### config.mk
export PLATFORM = sky130hd
export DESIGN_NAME = pipe_reg_chain
export DESIGN_NICKNAME = d
export VERILOG_FILES = /design/src/rtl/pipe_reg_chain.sv
export SDC_FILE = /design/constraint.sdc
export NUM_CORES = 1
export LEC_CHECK = 0
export BUFFER_PORTS_ARGS = -buffer_cell sky130_fd_sc_hd__buf_2
export CORE_MARGIN = 5
export CORE_UTILIZATION = 47
export CTS_BUF_LIST = sky130_fd_sc_hd__clkbuf_2
export DETAILED_ROUTE_END_ITERATION = 12
export GPL_TIMING_DRIVEN = 0
export PLACE_DENSITY = 0.7
export SLEW_MARGIN = 20
export SYNTH_ARGS = -nofsm -noshare
export SYNTH_HDL_FRONTEND = slang
export SYNTH_SLANG_ARGS = --single-unit
### constraint.sdc
create_clock -name clk -period 4.28 [get_ports clk]
set_input_delay 0 -clock clk [delete_from_list [all_inputs] [get_ports clk]]
set_output_delay 0 -clock clk [all_outputs]
set_load 0.03 [all_outputs]
### src/rtl/pipe_reg_chain.sv
// Elastic DEPTH-stage pipeline register with per-stage valid bits, valid/ready
// backpressure, synchronous flush, global write enable and an occupancy count.
module pipe_reg_chain #(
    parameter int               WIDTH     = 8,
    parameter int               DEPTH     = 3,
    parameter logic [WIDTH-1:0] RESET_VAL = {WIDTH{1'b0}}
) (
    input  logic                       clk,
    input  logic                       rst,
    input  logic                       gwe,
    input  logic                       flush,
    input  logic                       in_valid,
    input  logic [WIDTH-1:0]           in_data,
    output logic                       in_ready,
    output logic                       out_valid,
    output logic [WIDTH-1:0]           out_data,
    input  logic                       out_ready,
    output logic [$clog2(DEPTH+1)-1:0] count
);

    localparam int CW = $clog2(DEPTH + 1);

    logic [DEPTH-1:0] valid_r;
    logic [DEPTH-1:0] valid_nxt_s;
    logic [DEPTH-1:0] load_s;
    logic [DEPTH-1:0] src_valid_s;
    logic [WIDTH-1:0] src_data_s [DEPTH];
    logic [WIDTH-1:0] data_r [DEPTH];
    logic [DEPTH:0]   acc_s;
    logic [CW-1:0]    count_r;
    logic [CW-1:0]    count_nxt_s;

    // A stage can take new data if any stage at or beyond it is empty, or the sink is ready.
    function automatic logic [DEPTH:0] accept_chain(input logic [DEPTH-1:0] v,
                                                    input logic             ordy);
        logic [DEPTH:0] a;
        logic           hole;
        a        = {(DEPTH + 1){1'b0}};
        a[DEPTH] = ordy;
        hole     = 1'b0;
        for (int i = DEPTH - 1; i >= 0; i--) begin
            hole = hole | ~v[i];
            a[i] = ordy | hole;
        end
        return a;
    endfunction

    function automatic logic [CW-1:0] pop_count(input logic [DEPTH-1:0] v);
        logic [CW-1:0] n;
        n = {CW{1'b0}};
        for (int i = 0; i < DEPTH; i++) begin
            n = n + CW'(v[i]);
        end
        return n;
    endfunction

    for (genvar i = 0; i < DEPTH; i++) begin : g_src
        if (i == 0) begin : g_head
            assign src_valid_s[i] = in_valid;
            assign src_data_s[i]  = in_data;
        end else begin : g_body
            assign src_valid_s[i] = valid_r[i-1];
            assign src_data_s[i]  = data_r[i-1];
        end
    end

    // Next-state: freeze on !gwe, squash on flush, otherwise advance every accepting stage.
    always_comb begin
        acc_s       = accept_chain(valid_r, out_ready);
        valid_nxt_s = valid_r;
        load_s      = {DEPTH{1'b0}};
        if (!gwe) begin
            valid_nxt_s = valid_r;
        end else if (flush) begin
            valid_nxt_s = {DEPTH{1'b0}};
        end else begin
            for (int i = 0; i < DEPTH; i++) begin
                if (acc_s[i]) begin
                    valid_nxt_s[i] = src_valid_s[i];
                    load_s[i]      = src_valid_s[i];
                end else begin
                    valid_nxt_s[i] = valid_r[i];
                end
            end
        end
        count_nxt_s = pop_count(valid_nxt_s);
    end

    // Valid bits and occupancy count; count tracks the valid vector it is registered with.
    always_ff @(posedge clk or posedge rst) begin
        if (rst) begin
            valid_r <= {DEPTH{1'b0}};
            count_r <= {CW{1'b0}};
        end else begin
            valid_r <= valid_nxt_s;
            count_r <= count_nxt_s;
        end
    end

    // Data registers load only when a valid item moves in, so bubbles leave old data in place.
    always_ff @(posedge clk or posedge rst) begin
        if (rst) begin
            for (int i = 0; i < DEPTH; i++) begin
                data_r[i] <= RESET_VAL;
            end
        end else begin
            for (int i = 0; i < DEPTH; i++) begin
                if (load_s[i]) begin
                    data_r[i] <= src_data_s[i];
                end
            end
        end
    end

    assign in_ready  = gwe & ~flush & ~rst & acc_s[0];
    assign out_valid = valid_r[DEPTH-1];
    assign out_data  = data_r[DEPTH-1];
    assign count     = count_r;

endmodule

* Word-level counts from Yosys, hierarchy flattened
Cells that the tools add are included.
Storage, ports and cells: register bits 29, bits of input ports 14, output and inout port bits 12
Operators by class: add/subtract/negate cells 2, mux-type cells 10, bitwise logic cells 13
Operators by type and width (number):
- $mux 3 | 4
- $mux 1 | 6
- $not 1->1 | 5
- $or 1x1->1 | 5
- $and 1x1->1 | 3
- $add 1x1->2 | 1
- $add 2x1->2 | 1

* Depth between registers and ports, before layout
Gate-level depths: netlist of the first run.
depth in word-level cells 9, depth in mapped cells 5

* Worst setup path after synthesis of the first run
OpenSTA, ideal clock, no wires.
path kind register to register, start point register valid_r[2], end point register count_r[0], in the netlist count[0], arrival 1.630 ns, data required time 4.216 ns, slack 2.586 ns, stages on the path, launching flop included 6, buffers on the path 0, cells stage by stage dfrtp_1 and2b_4 a21oi_1 a2bb2oi_1 fa_1 inv_1
On the way: word-level cells in the longest chain between the ends 9, elaborated cells between the ends (all ways) 13, those cells by class 2 x add/sub; 5 x mux; 6 x bitwise
Ends and longest elaborated chain:
- start, declared | RTL line 23 | logic [DEPTH-1:0] valid_r;
- start signal, assigned | RTL line 92 | valid_r <= {DEPTH{1'b0}};
- start signal, assigned | RTL line 95 | valid_r <= valid_nxt_s;
- $not 1->1 | RTL line 42 | hole = hole | ~v[i];
- $or 1x1->1 (2 in series) | RTL line 42
- $or 1x1->1 | RTL line 43 | a[i] = ordy | hole;
- $mux 1 | RTL line 78 | if (acc_s[i]) begin
- $mux 3 | RTL line 74 | end else if (flush) begin
- $mux 3 * | RTL line 72 | if (!gwe) begin
- $add 1x1->2 | RTL line 52 | n = n + CW'(v[i]);
- $add 2x1->2 * | RTL line 52
- net count_nxt_s[0] | RTL line 31 | logic [CW-1:0] count_nxt_s;
- end signal, assigned | RTL line 93 | count_r <= {CW{1'b0}};
- end signal, assigned | RTL line 96 | count_r <= count_nxt_s;
- end, declared | RTL line 30 | logic [CW-1:0] count_r;
The timed path passes the listed nets; every way through them passes the cells marked *. A chain may end at the register's enable or synchronous reset.

* Final worst setup path of the first run
Ends and elaborated chain as after synthesis.

==> flow_summary.yaml, run 1 <==
outcome:
  run_status: "complete, no violations"
placed_design:
  place.gp.congestion: 0.754
  dp_hpwl_microns: 1550
  place.port_buffers: 25
  dpl_worst_slack_ns: 2.61
power:
  ir_drop_mv: 0.367
  lkg_pwr_nw: 0.809
  power_density_nw_per_um2: 494
  p_total_mw: 0.794
synth:
  synth-xor-area-share: 0
  yosys.area_share.adder: 0.0155
  cell_types_with_the_largest_area_share_after_synthesis: "sky130_fd_sc_hd__dfrtp_1, sky130_fd_sc_hd__mux2_2, sky130_fd_sc_hd__mux2_4"
  synth.ff_latch_count: 29
  synth-simple-area-share: 0.0580
  syn-mean-instance-area_sq_um: 15.0
  post-synth-top-area-cell: "sky130_fd_sc_hd__dfrtp_1"
  synthesis.nets: 101
  ys.warnings.count: 0
  synth.yosys.seq_area_share: 0.561
  synth.distinct_cells: 21
  synth_top_family_by_area: "multiplexers"
  synth_compound_gate_area_share: 0.0638
  netlist_instances: 86
  fraction_of_post_synthesis_cell_area_in_the_top_cell_type_by_area: 0.561
  synth_mux_area_frac: 0.232
  synthesis.area_sq_um: 1290
worst_setup_path:
  path_cells: "and2b_4, a21oi_1, a2bb2oi_1, fa_1, inv_1"
  critical_path_class: "reg -> reg"
  worst_setup_path_start_kind: "register"
  critical_path_arrival_ns: 2.00
  cpMaxStageDelayCell: "sky130_fd_sc_hd__dfrtp_1"
  critical_path.endpoint_type: "register"
  critPathTopFamily: "compound AO/OA/AOI/OAI gates"
  critical_path.n_buffers_inverters: 1
  worst_path_largest_cell_delay_ns: 0.45
  crit_fanout: 5
  cp.required_ns: 4.59
layout:
  finish.net_count: 144
  area_growth_pct: 24.1
  drive_above_1_share: 0.531
  layout.core_utilization: 0.598
  insertedDiodeCount: 0
  filler_cell_count: 223
clock_network:
  cts_made_buffers: 5
  clock-sinks: 29
  clock_insertion_delay_worst_skew_ns: 0.36
  cts.htree.levels: 2
  tritoncts: "built"
  cts-root-buf: "sky130_fd_sc_hd__clkbuf_2"
  clock_pin_slew_worst_setup_and_hold_paths_ns: 0.14
  post_cts_resized: 0
  ctsLongestPathBuffers: 2
detailed_routing:
  post-route-drc-count: 0
  route.vias.total: 812
  routed_wire_length_per_instance_microns: 13.9
  detailedRoute.firstPassIterationCount: 4
  drt-initial-drc-count: 22
  postRouteWirelength_microns: 2240
  viasPerCell: 5.04
  ant_nets: 0
floorplan:
  placement_rows: 19
  dieWidth_microns: 62.5
  initial_core_util: 0.482
  dieArea_sq_um: 3900
  top_level_ports: 26
  placeableCoreArea_sq_um: 2690
  fp.dieH_microns: 62.5
timing:
  relSlewSlack: 0.593
  hold_viol: 0
  timing.fmax_ghz: 0.593
  worst_slew_pin_slew_ns: 0.610
  post-route-worst-setup-slack_ns: 2.59
  layout_worst_path_cycle_share: 0.394
  setup-tns-final_ns: 0
  rsz0062_at_grt: "no"
  fin_hold_ws_ns: 0.0455
  min_period_ns: 1.69
  drv_slew: 0
  report.final.setup_viol: 0
  final.setup_skew_ns: 0.00564
grt:
  groute.layer.met3.usage: 0.0540
  grt_start_max_net_pins: 31
  first_global_vias: 874
  grt_antenna_before_repair: 0
  use_met1: 0.150
  grt-busiest-layer: "met2"
  grt_use_total: 0.131
  grt_first_pass_wirelength_microns: 3960
  grt_util_met2: 0.199
  grt.overflow.total: 0
min_path:
  hp-class: "in -> reg"
job:
  drv_cap: 0
## where the power goes
part / internal, mW / leakage (nW) / switching (mW) / total (mW)
Sequential: 0.353 / 0.363 / 0.0406 / 0.393
Combinational: 0.142 / 0.418 / 0.128 / 0.270
Clock: 0.0357 / 0.0278 / 0.0947 / 0.130
Total: 0.531 / 0.809 / 0.263 / 0.794
## flip-flops by register name, summed over array words and instances, names as in the netlist
register  flops
out_data      8
valid_r       3
count         2
data_r       16
## path summary, 6_finish.rpt
path / startpoint / end / slack [ns] / depth (start not counted)
setup / recovery: valid_r[2]$_DFF_PP0_ / count[0]$_DFF_PP0_ / 2.59 / 5
hold / removal: in_valid / valid_r[0]$_DFF_PP0_ / 0.05 / 4
setup reg to reg: valid_r[2]$_DFF_PP0_ / count[0]$_DFF_PP0_ / 2.59 / 5
hold reg to reg: data_r[15]$_DFFE_PP0P_ / data_r[15]$_DFFE_PP0P_ / 0.51 / 1
max in group asynchronous: rst / out_data[5]$_DFFE_PP0P_ / 3.64 / 3
min in group asynchronous: rst / data_r[19]$_DFFE_PP0P_ / 0.24 / 3
## layout by cell type, fill, tap and decap left out, drive strengths merged
master,count
nand2b,1
dlygate4sd3,11
a211oi,1
buf,34
a21oi,4
a21o,1
nand2,1
o2bb2ai,2
fa,1
and3,2
and2b,1
clkinv,3
a2bb2oi,2
nor2b,1
nor3b,1
dfrtp,29
inv,5
clkbuf,5
mux2,24
nand4b,1
## routing by layer
layer / share of wire / vias up
li1: - / 376
met1: 0.43 / 404
met2: 0.48 / 23
met3: 0.055 / 9
met4: 0.034 / 0
met5: 0 / -
## through the flow
step | std cells | cell area (sq um)
CTS | 161 | 1610
global route | 161 | 1610
detailed placement | 142 | 1460
global placement | 142 | 1460
floorplan | 86 | 1290
finish | 161 | 1610
## area by class of cell
class,count,area [sq um],area share
inverters,5,18.8,0.0117
clock inverters,3,12.5,0.00779
multi-input cells,43,478,0.298
clock buffers,5,25.0,0.0156
plain buffers,9,71.3,0.0444
well taps,31,38.8,0.0242
flip-flops and latches,29,726,0.452
repair buffers,36,235,0.147
## cells by family (layout without fill, tap and decap cells)
family / Yosys count / count (layout)
AO/OA/AOI/OAI: 10 / 10
adder cells (fa/ha/maj): 1 / 1
buffers and inverters: 14 / 58
flip-flops: 29 / 29
multiplexers: 24 / 24
AND/OR/NAND/NOR: 8 / 8
## cell usage after synthesis (all sizes together)
master / count
a211oi: 1
a21o: 1
a21oi: 4
a2bb2oi: 2
and2b: 1
and3: 2
buf: 9
dfrtp: 29
fa: 1
inv: 5
mux2: 24
nand2: 1
nand2b: 1
nand4b: 1
nor2b: 1
nor3b: 1
o2bb2ai: 2
## worst reg2reg max path, cell delays in order, from the launching register on
cell and delay, ns:
sky130_fd_sc_hd__dfrtp_1 0.45, sky130_fd_sc_hd__and2b_4 0.22, sky130_fd_sc_hd__a21oi_1 0.21, sky130_fd_sc_hd__a2bb2oi_1 0.25, sky130_fd_sc_hd__fa_1 0.45, sky130_fd_sc_hd__inv_1 0.07
## timing repair
action,CTS,global route
buffers inserted,0,0
hold endpoints to repair,40,0
hold buffers,11,0
setup endpoints to repair,0,0
Note: power is estimated with default switching activity, not from simulation.
==> run 2, diff against run 1 <==
==> constraint.sdc (replaced) <==
create_clock -name clk -period 1.6 [get_ports clk]
set_input_delay 0 -clock clk [delete_from_list [all_inputs] [get_ports clk]]
set_output_delay 0 -clock clk [all_outputs]
set_load 0.03 [all_outputs]
==> run 2 against run 1 <==
Net effect:
- die area did not move
- combinational power increased to 2.8 times the previous value
- clock skew increased by 0.015 ns
- design area up 7.9%
- core utilization increased by 4.8 points
- cell count increased by 6.2%
- critical path depth decreased by 1
- non-clock buffer count is 10 higher
==> flow_summary.yaml, run 2 (synthesized netlist as in run 1, its figures left out) <==
outcome:
  run_status: "complete, no violations"
worst_setup_path:
  critical_path.endpoint_type: "register"
  worst_path_largest_cell_delay_ns: 0.47
  worst_setup_path_start_kind: "register"
  critical_path_class: "reg -> reg"
  cp.required_ns: 1.82
  path_cells: "and2b_4, a211oi_4, buf_4, mux2_2"
  cpMaxStageDelayCell: "sky130_fd_sc_hd__dfrtp_2"
  critical_path_arrival_ns: 1.78
  crit_fanout: 5
power:
  ir_drop_mv: 1.04
  power_density_nw_per_um2: 1250
  lkg_pwr_nw: 0.872
  p_total_mw: 2.16
layout:
  regMostFlops: "data_r"
  insertedDiodeCount: 0
  drive_above_1_share: 0.629
  area_growth_pct: 33.9
  mostFrequentLayoutCell: "sky130_fd_sc_hd__dfrtp_1"
  filler_cell_count: 201
  finish.net_count: 154
  layout_common_cells: "sky130_fd_sc_hd__dfrtp_1, sky130_fd_sc_hd__buf_2, sky130_fd_sc_hd__buf_4"
  largest_register_ffs: 16
timing:
  report.final.setup_viol: 0
  relSlewSlack: 0.852
  worst_slew_pin_slew_ns: 0.222
  post-route-worst-setup-slack_ns: 0.0409
  drv_slew: 0
  layout_worst_path_cycle_share: 0.974
  timing.fmax_ghz: 0.641
  setup-tns-final_ns: 0
  min_period_ns: 1.56
  hold_viol: 0
  final.setup_skew_ns: 0.0205
grt:
  grt.overflow.total: 0
  first_global_vias: 887
  grt_start_max_net_pins: 31
  grt_first_pass_wirelength_microns: 3830
  grt_use_total: 0.125
  grt_antenna_before_repair: 0
clock_network:
  ctsLongestPathBuffers: 2
  cts.htree.levels: 2
  tritoncts: "built"
  cts_made_buffers: 5
  cts-root-buf: "sky130_fd_sc_hd__clkbuf_2"
  clock_insertion_delay_worst_skew_ns: 0.34
  clock_pin_slew_worst_setup_and_hold_paths_ns: 0.15
  clock-sinks: 29
floorplan:
  placement_rows: 19
  dieArea_sq_um: 3900
  initial_core_util: 0.482
  dieWidth_microns: 62.5
  placeableCoreArea_sq_um: 2690
  top_level_ports: 26
  fp.dieH_microns: 62.5
min_path:
  hp-class: "in -> reg"
placed_design:
  dp_hpwl_microns: 1480
  dpl_worst_slack_ns: -0.0703
  place.gp.congestion: 0.711
  place.port_buffers: 25
detailed_routing:
  viasPerCell: 4.67
  post-route-drc-count: 0
  postRouteWirelength_microns: 2280
  detailedRoute.firstPassIterationCount: 3
  routed_wire_length_per_instance_microns: 13.4
  route.vias.total: 799
  ant_nets: 0
  drt-initial-drc-count: 14
job:
  drv_cap: 0
-- run 2: cell types whose count changed in the layout (fill, tap and decap cells not counted) --
cell / previous run / this run
sky130_fd_sc_hd__dlygate4sd3_1: 11 / 10
sky130_fd_sc_hd__a21oi_2: 0 / 1
sky130_fd_sc_hd__clkinv_2: 1 / 0
sky130_fd_sc_hd__a2bb2oi_1: 2 / 0
sky130_fd_sc_hd__buf_12: 0 / 1
sky130_fd_sc_hd__clkinv_1: 2 / 1
sky130_fd_sc_hd__a21oi_1: 4 / 1
sky130_fd_sc_hd__a21oi_4: 0 / 2
sky130_fd_sc_hd__dfrtp_2: 0 / 2
sky130_fd_sc_hd__clkbuf_2: 5 / 7
sky130_fd_sc_hd__a2bb2oi_2: 0 / 2
sky130_fd_sc_hd__dfrtp_1: 29 / 27
sky130_fd_sc_hd__buf_4: 8 / 18
-- run 2: power breakdown --
group	switching (mW)	internal [mW]	total [mW]
registers	0.102	0.945	1.05
clock network	0.229	0.117	0.346
logic	0.361	0.404	0.765
total	0.692	1.47	2.16
-- run 2: area by class of cell --
class	count	area, sq um	area share
Sequential cell	29	728	0.420
Buffer	9	71.3	0.0412
Timing Repair Buffer	46	320	0.185
Multi-Input combinational cell	43	517	0.298
Clock inverter	1	3.75	0.00217
Inverter	5	18.8	0.0108
Clock buffer	7	35.0	0.0202
Tap cell	31	38.8	0.0224
-- run 2: repair_timing --
action                                  CTS  global route
hold buffers                              9             2
resized for setup                         3             3
endpoints found under the setup margin   17             1
hold endpoints to repair                 39            29
buffers inserted                          4             6
pin swaps                                 2             3
-- run 2: through the flow --
step	utilization	cells	instance area (sq um)	hold WS, ns
3_3_place_gp	0.547	142	1470	0.229
5_1_grt	0.645	171	1730	0.0112
6_report	0.645	171	1730	0.0382
2_1_floorplan	-	86	1310	0.0788
4_1_cts	0.609	163	1640	-0.0662
3_5_place_dp	0.547	142	1470	0.234
-- run 2: final timing paths --
check / start / to / slack (ns) / cells after the start
max in group asynchronous: rst / out_data[1]$_DFFE_PP0P_ / 1.23 / 4
min in group asynchronous: rst / valid_r[2]$_DFF_PP0_ / 0.19 / 4
worst min register to register: data_r[15]$_DFFE_PP0P_ / data_r[15]$_DFFE_PP0P_ / 0.50 / 1
worst max register to register: valid_r[2]$_DFF_PP0_ / data_r[10]$_DFFE_PP0P_ / 0.04 / 4
worst min-delay path: gwe / valid_r[1]$_DFF_PP0_ / 0.04 / 3
worst max-delay path: valid_r[2]$_DFF_PP0_ / data_r[10]$_DFFE_PP0P_ / 0.04 / 4
-- run 2: worst max-delay path, delay by kind of cell (launching register included) --
| family | cells | cell delay [ns] |
|---|---|---|
| flops | 1 | 0.47 |
| compound gates | 1 | 0.22 |
| simple gates | 1 | 0.22 |
| mux | 1 | 0.33 |
| buf+inv | 1 | 0.19 |
-- run 2: metal layers --
metal | part of all wire | global-route usage
met1 | 0.43 | 0.146
met3 | 0.046 | 0.0486
met4 | 0.024 | 0.0716
met5 | 0 | 0
met2 | 0.49 | 0.194
==> run 3, diff against run 2 <==
--- a/config.mk
+++ b/config.mk
@@ -5,6 +5,7 @@
 export SDC_FILE = /design/constraint.sdc
 export NUM_CORES = 1
 export LEC_CHECK = 0
+export ABC_AREA = 1
 export BUFFER_PORTS_ARGS = -buffer_cell sky130_fd_sc_hd__buf_2
 export CORE_MARGIN = 5
 export CORE_UTILIZATION = 47
==> run 3 against run 2 <==
Net effect:
- die area rose by 3.4%
- non-clock buffer count fell by 5
- core utilization decreased by 2.1 points
- wire length up 7.8%
- sequential share of layout area up 0.23 points
- fmax rose by 0.12%
- power shrank 16%
- synthesized cell count up 76%
- cell count grew 35%
- global-route usage is 1.5 points higher
- combinational power shrank 34%
- critical path type unchanged
- highest routed layer unchanged
==> flow_summary.yaml, run 3 <==
outcome:
  run_status: "complete, no violations"
synth:
  synth_enable_flop_cells: 0
  synthMostInstantiatedCell: "sky130_fd_sc_hd__nand2_1"
  syn-mean-instance-area_sq_um: 8.92
  fraction_of_post_synthesis_cell_area_in_the_top_cell_type_by_area: 0.539
  synth_top_family_by_area: "simple AND/OR/NAND/NOR gates"
  synth_mux_area_frac: 0
  synth-xor-area-share: 0
  netlist_instances: 151
  synth.ff_latch_count: 29
  synth_commonest_cells: "sky130_fd_sc_hd__nand2_1, sky130_fd_sc_hd__dfrtp_1, sky130_fd_sc_hd__nand3_1"
  yosys.area_share.adder: 0.0149
  synth_compound_gate_area_share: 0.0112
  synth.yosys.seq_area_share: 0.539
  cell_types_with_the_largest_area_share_after_synthesis: "sky130_fd_sc_hd__dfrtp_1, sky130_fd_sc_hd__nand2_1, sky130_fd_sc_hd__nand3_1"
  synth-simple-area-share: 0.350
  ys.warnings.count: 0
  synth_top_flop_cell: "sky130_fd_sc_hd__dfrtp_1"
  synthesis.nets: 166
  asyncSetResetFlopFracSynth: 1.00
  synthesis.area_sq_um: 1350
  synth.distinct_cells: 17
  post-synth-top-area-cell: "sky130_fd_sc_hd__dfrtp_1"
timing:
  hold_viol: 0
  timing.fmax_ghz: 0.642
  setup-tns-final_ns: 0
  drv_slew: 0
  report.final.setup_viol: 0
  relSlewSlack: 0.612
  min_period_ns: 1.56
  worst_slew_pin_slew_ns: 0.582
  post-route-worst-setup-slack_ns: 0.0429
  fin_hold_ws_ns: 0.0264
  layout_worst_path_cycle_share: 0.973
  final.setup_skew_ns: 0.0238
power:
  sw_frac_of_total: 0.345
  ir_drop_mv: 0.822
  power_density_nw_per_um2: 1060
  clockPowerShare: 0.189
  cell_internal_pwr_mw: 1.19
  p_switching_mw: 0.627
  share_comb_of_total_power: 0.279
  lkg_pwr_nw: 1.02
  seqPwrFrac: 0.532
floorplan:
  placeableCoreArea_sq_um: 2760
  dieWidth_microns: 63.5
  fp.dieH_microns: 63.5
  placement_rows: 19
  initial_core_util: 0.488
  dieArea_sq_um: 4030
  top_level_ports: 26
layout:
  filler_cell_count: 242
  area_growth_pct: 27.8
  regMostFlops: "data_r"
  drive_above_1_share: 0.285
  finish.net_count: 214
  finalNonFillerCells: 231
  mostFrequentLayoutCell: "sky130_fd_sc_hd__nand2_1"
  layout_common_cells: "sky130_fd_sc_hd__nand2_1, sky130_fd_sc_hd__dfrtp_1, sky130_fd_sc_hd__nand3_1, sky130_fd_sc_hd__buf_2"
  largest_register_ffs: 16
  insertedDiodeCount: 0
  layout.core_utilization: 0.624
detailed_routing:
  postRouteWirelength_microns: 2460
  ant_nets: 0
  route.vias.total: 1075
  viasPerCell: 4.65
  post-route-drc-count: 0
  detailedRoute.firstPassIterationCount: 4
  routed_wire_length_per_instance_microns: 10.6
  drt-initial-drc-count: 30
clock_network:
  clock-sinks: 29
  tritoncts: "built"
  clock_pin_slew_worst_setup_and_hold_paths_ns: 0.16
  ctsLongestPathBuffers: 2
  cts-root-buf: "sky130_fd_sc_hd__clkbuf_2"
  cts.htree.levels: 2
  clock_insertion_delay_worst_skew_ns: 0.36
  cts_made_buffers: 5
worst_setup_path:
  reg2reg_depth: 6
  cp.required_ns: 1.86
  r2r_start: "valid_r[1]$_DFF_PP0_"
  reg2reg_setup_slack_ns: 0.04
  critical_path.endpoint_type: "register"
  critical_path_arrival_ns: 1.82
  worst_setup_path_start_kind: "register"
  crit_fanout: 3
  timing.rr.end: "count[0]$_DFF_PP0_"
  critical_path_class: "reg -> reg"
min_path:
  hold_path_end: "valid_r[2]$_DFF_PP0_"
  hp-class: "in -> reg"
  hold_depth: 4
  min_from: "gwe"
grt:
  grt_antenna_before_repair: 0
  grt-busiest-layer: "met2"
  grt_first_pass_wirelength_microns: 4460
  groute.layer.met3.usage: 0.0444
  use_met1: 0.178
  first_global_vias: 1018
  grt_start_max_net_pins: 30
  grt.overflow.total: 0
  grt_util_met2: 0.209
  grt_use_total: 0.140
placed_design:
  place.gp.congestion: 0.749
  place.detailed.instances: 207
  dpl_worst_slack_ns: 0.00260
  dp_hpwl_microns: 1730
  place.port_buffers: 25
job:
  drv_cap: 0
==> run 3: cell types whose count changed in the layout (fill, tap and decap cells not counted), sizes merged, moves of 7 or more <==
cell and delta:
mux2 -24, nand2 +61, nand3 +26, inv +8
nor2 +7, buf -7
==> run 3: cell type report <==
type	instances	area (sq um)	share of cell area
Buffer	9	71.3	0.0415
Clock buffer	5	25.0	0.0145
Clock inverter	3	12.5	0.00727
Inverter	13	48.8	0.0284
Multi-Input combinational cell	100	522	0.303
Sequential cell	29	727	0.423
Tap cell	31	38.8	0.0225
Timing Repair Buffer	41	275	0.160
==> run 3: worst max-delay path by stage <==
| stage | cells past startpoint | start | to |
|---|---|---|---|
| after CTS | 6 | valid_r[1]$_DFF_PP0_ | count[0]$_DFF_PP0_ |
| after global routing | 6 | valid_r[1]$_DFF_PP0_ | count[0]$_DFF_PP0_ |
| after floorplan | 6 | valid_r[2]$_DFF_PP0_ | count[0]$_DFF_PP0_ |
| final | 6 | valid_r[1]$_DFF_PP0_ | count[0]$_DFF_PP0_ |
| after detailed placement | 6 | valid_r[1]$_DFF_PP0_ | count[0]$_DFF_PP0_ |
| after global placement | 6 | valid_r[1]$_DFF_PP0_ | count[0]$_DFF_PP0_ |
==> run 3: cell families after synthesis <==
kind of cell             after synthesis
buffers and inverters                 22
AND/OR/NAND/NOR                       96
AO/OA/AOI/OAI                          3
flip-flops                            29
adder cells (fa/ha/maj)                1
==> run 3: stage by stage <==
step | area (sq um) | power (mW)
finish | 1720 | 1.82
global route | 1720 | 1.95
detailed placement | 1530 | 1.46
floorplan | 1360 | 1.34
CTS | 1690 | 1.83
global placement | 1530 | 1.45
==> run 3: power by group through the flow <==
stage / Combinational [mW] / Clock [mW] / Sequential, mW
floorplan: 0.364 / 0 / 0.976
global route: 0.571 / 0.389 / 0.986
CTS: 0.510 / 0.356 / 0.965
global placement: 0.474 / 0 / 0.974
finish: 0.507 / 0.343 / 0.965
detailed placement: 0.484 / 0 / 0.981
==> run 3: timing repair <==
item,in CTS,in global routing
pin swaps,0,1
endpoints found under the setup margin,1,2
hold endpoints to repair,39,0
gates resized for setup,0,1
gates cloned,0,0
hold buffers,12,0
setup buffers,1,3
==> run 3: worst max-delay path, stage by stage, from the launching register on <==
cell and delay [ns]:
sky130_fd_sc_hd__dfrtp_1 0.45, sky130_fd_sc_hd__nand4_1 0.15, sky130_fd_sc_hd__buf_6 0.16, sky130_fd_sc_hd__nor2_4 0.10
sky130_fd_sc_hd__nor2_2 0.06, sky130_fd_sc_hd__fa_1 0.49, sky130_fd_sc_hd__inv_1 0.04
==> run 3: layer usage <==
| metal | share of wire | wire length [microns] | vias up |
|---|---|---|---|
| met1 | 0.47 | 1150 | 473 |
| met3 | 0.063 | 155 | 7 |
| met4 | 0.021 | 51 | 0 |
| met2 | 0.45 | 1110 | 27 |
| li1 | - | - | 568 |
| met5 | 0 | 0 | - |
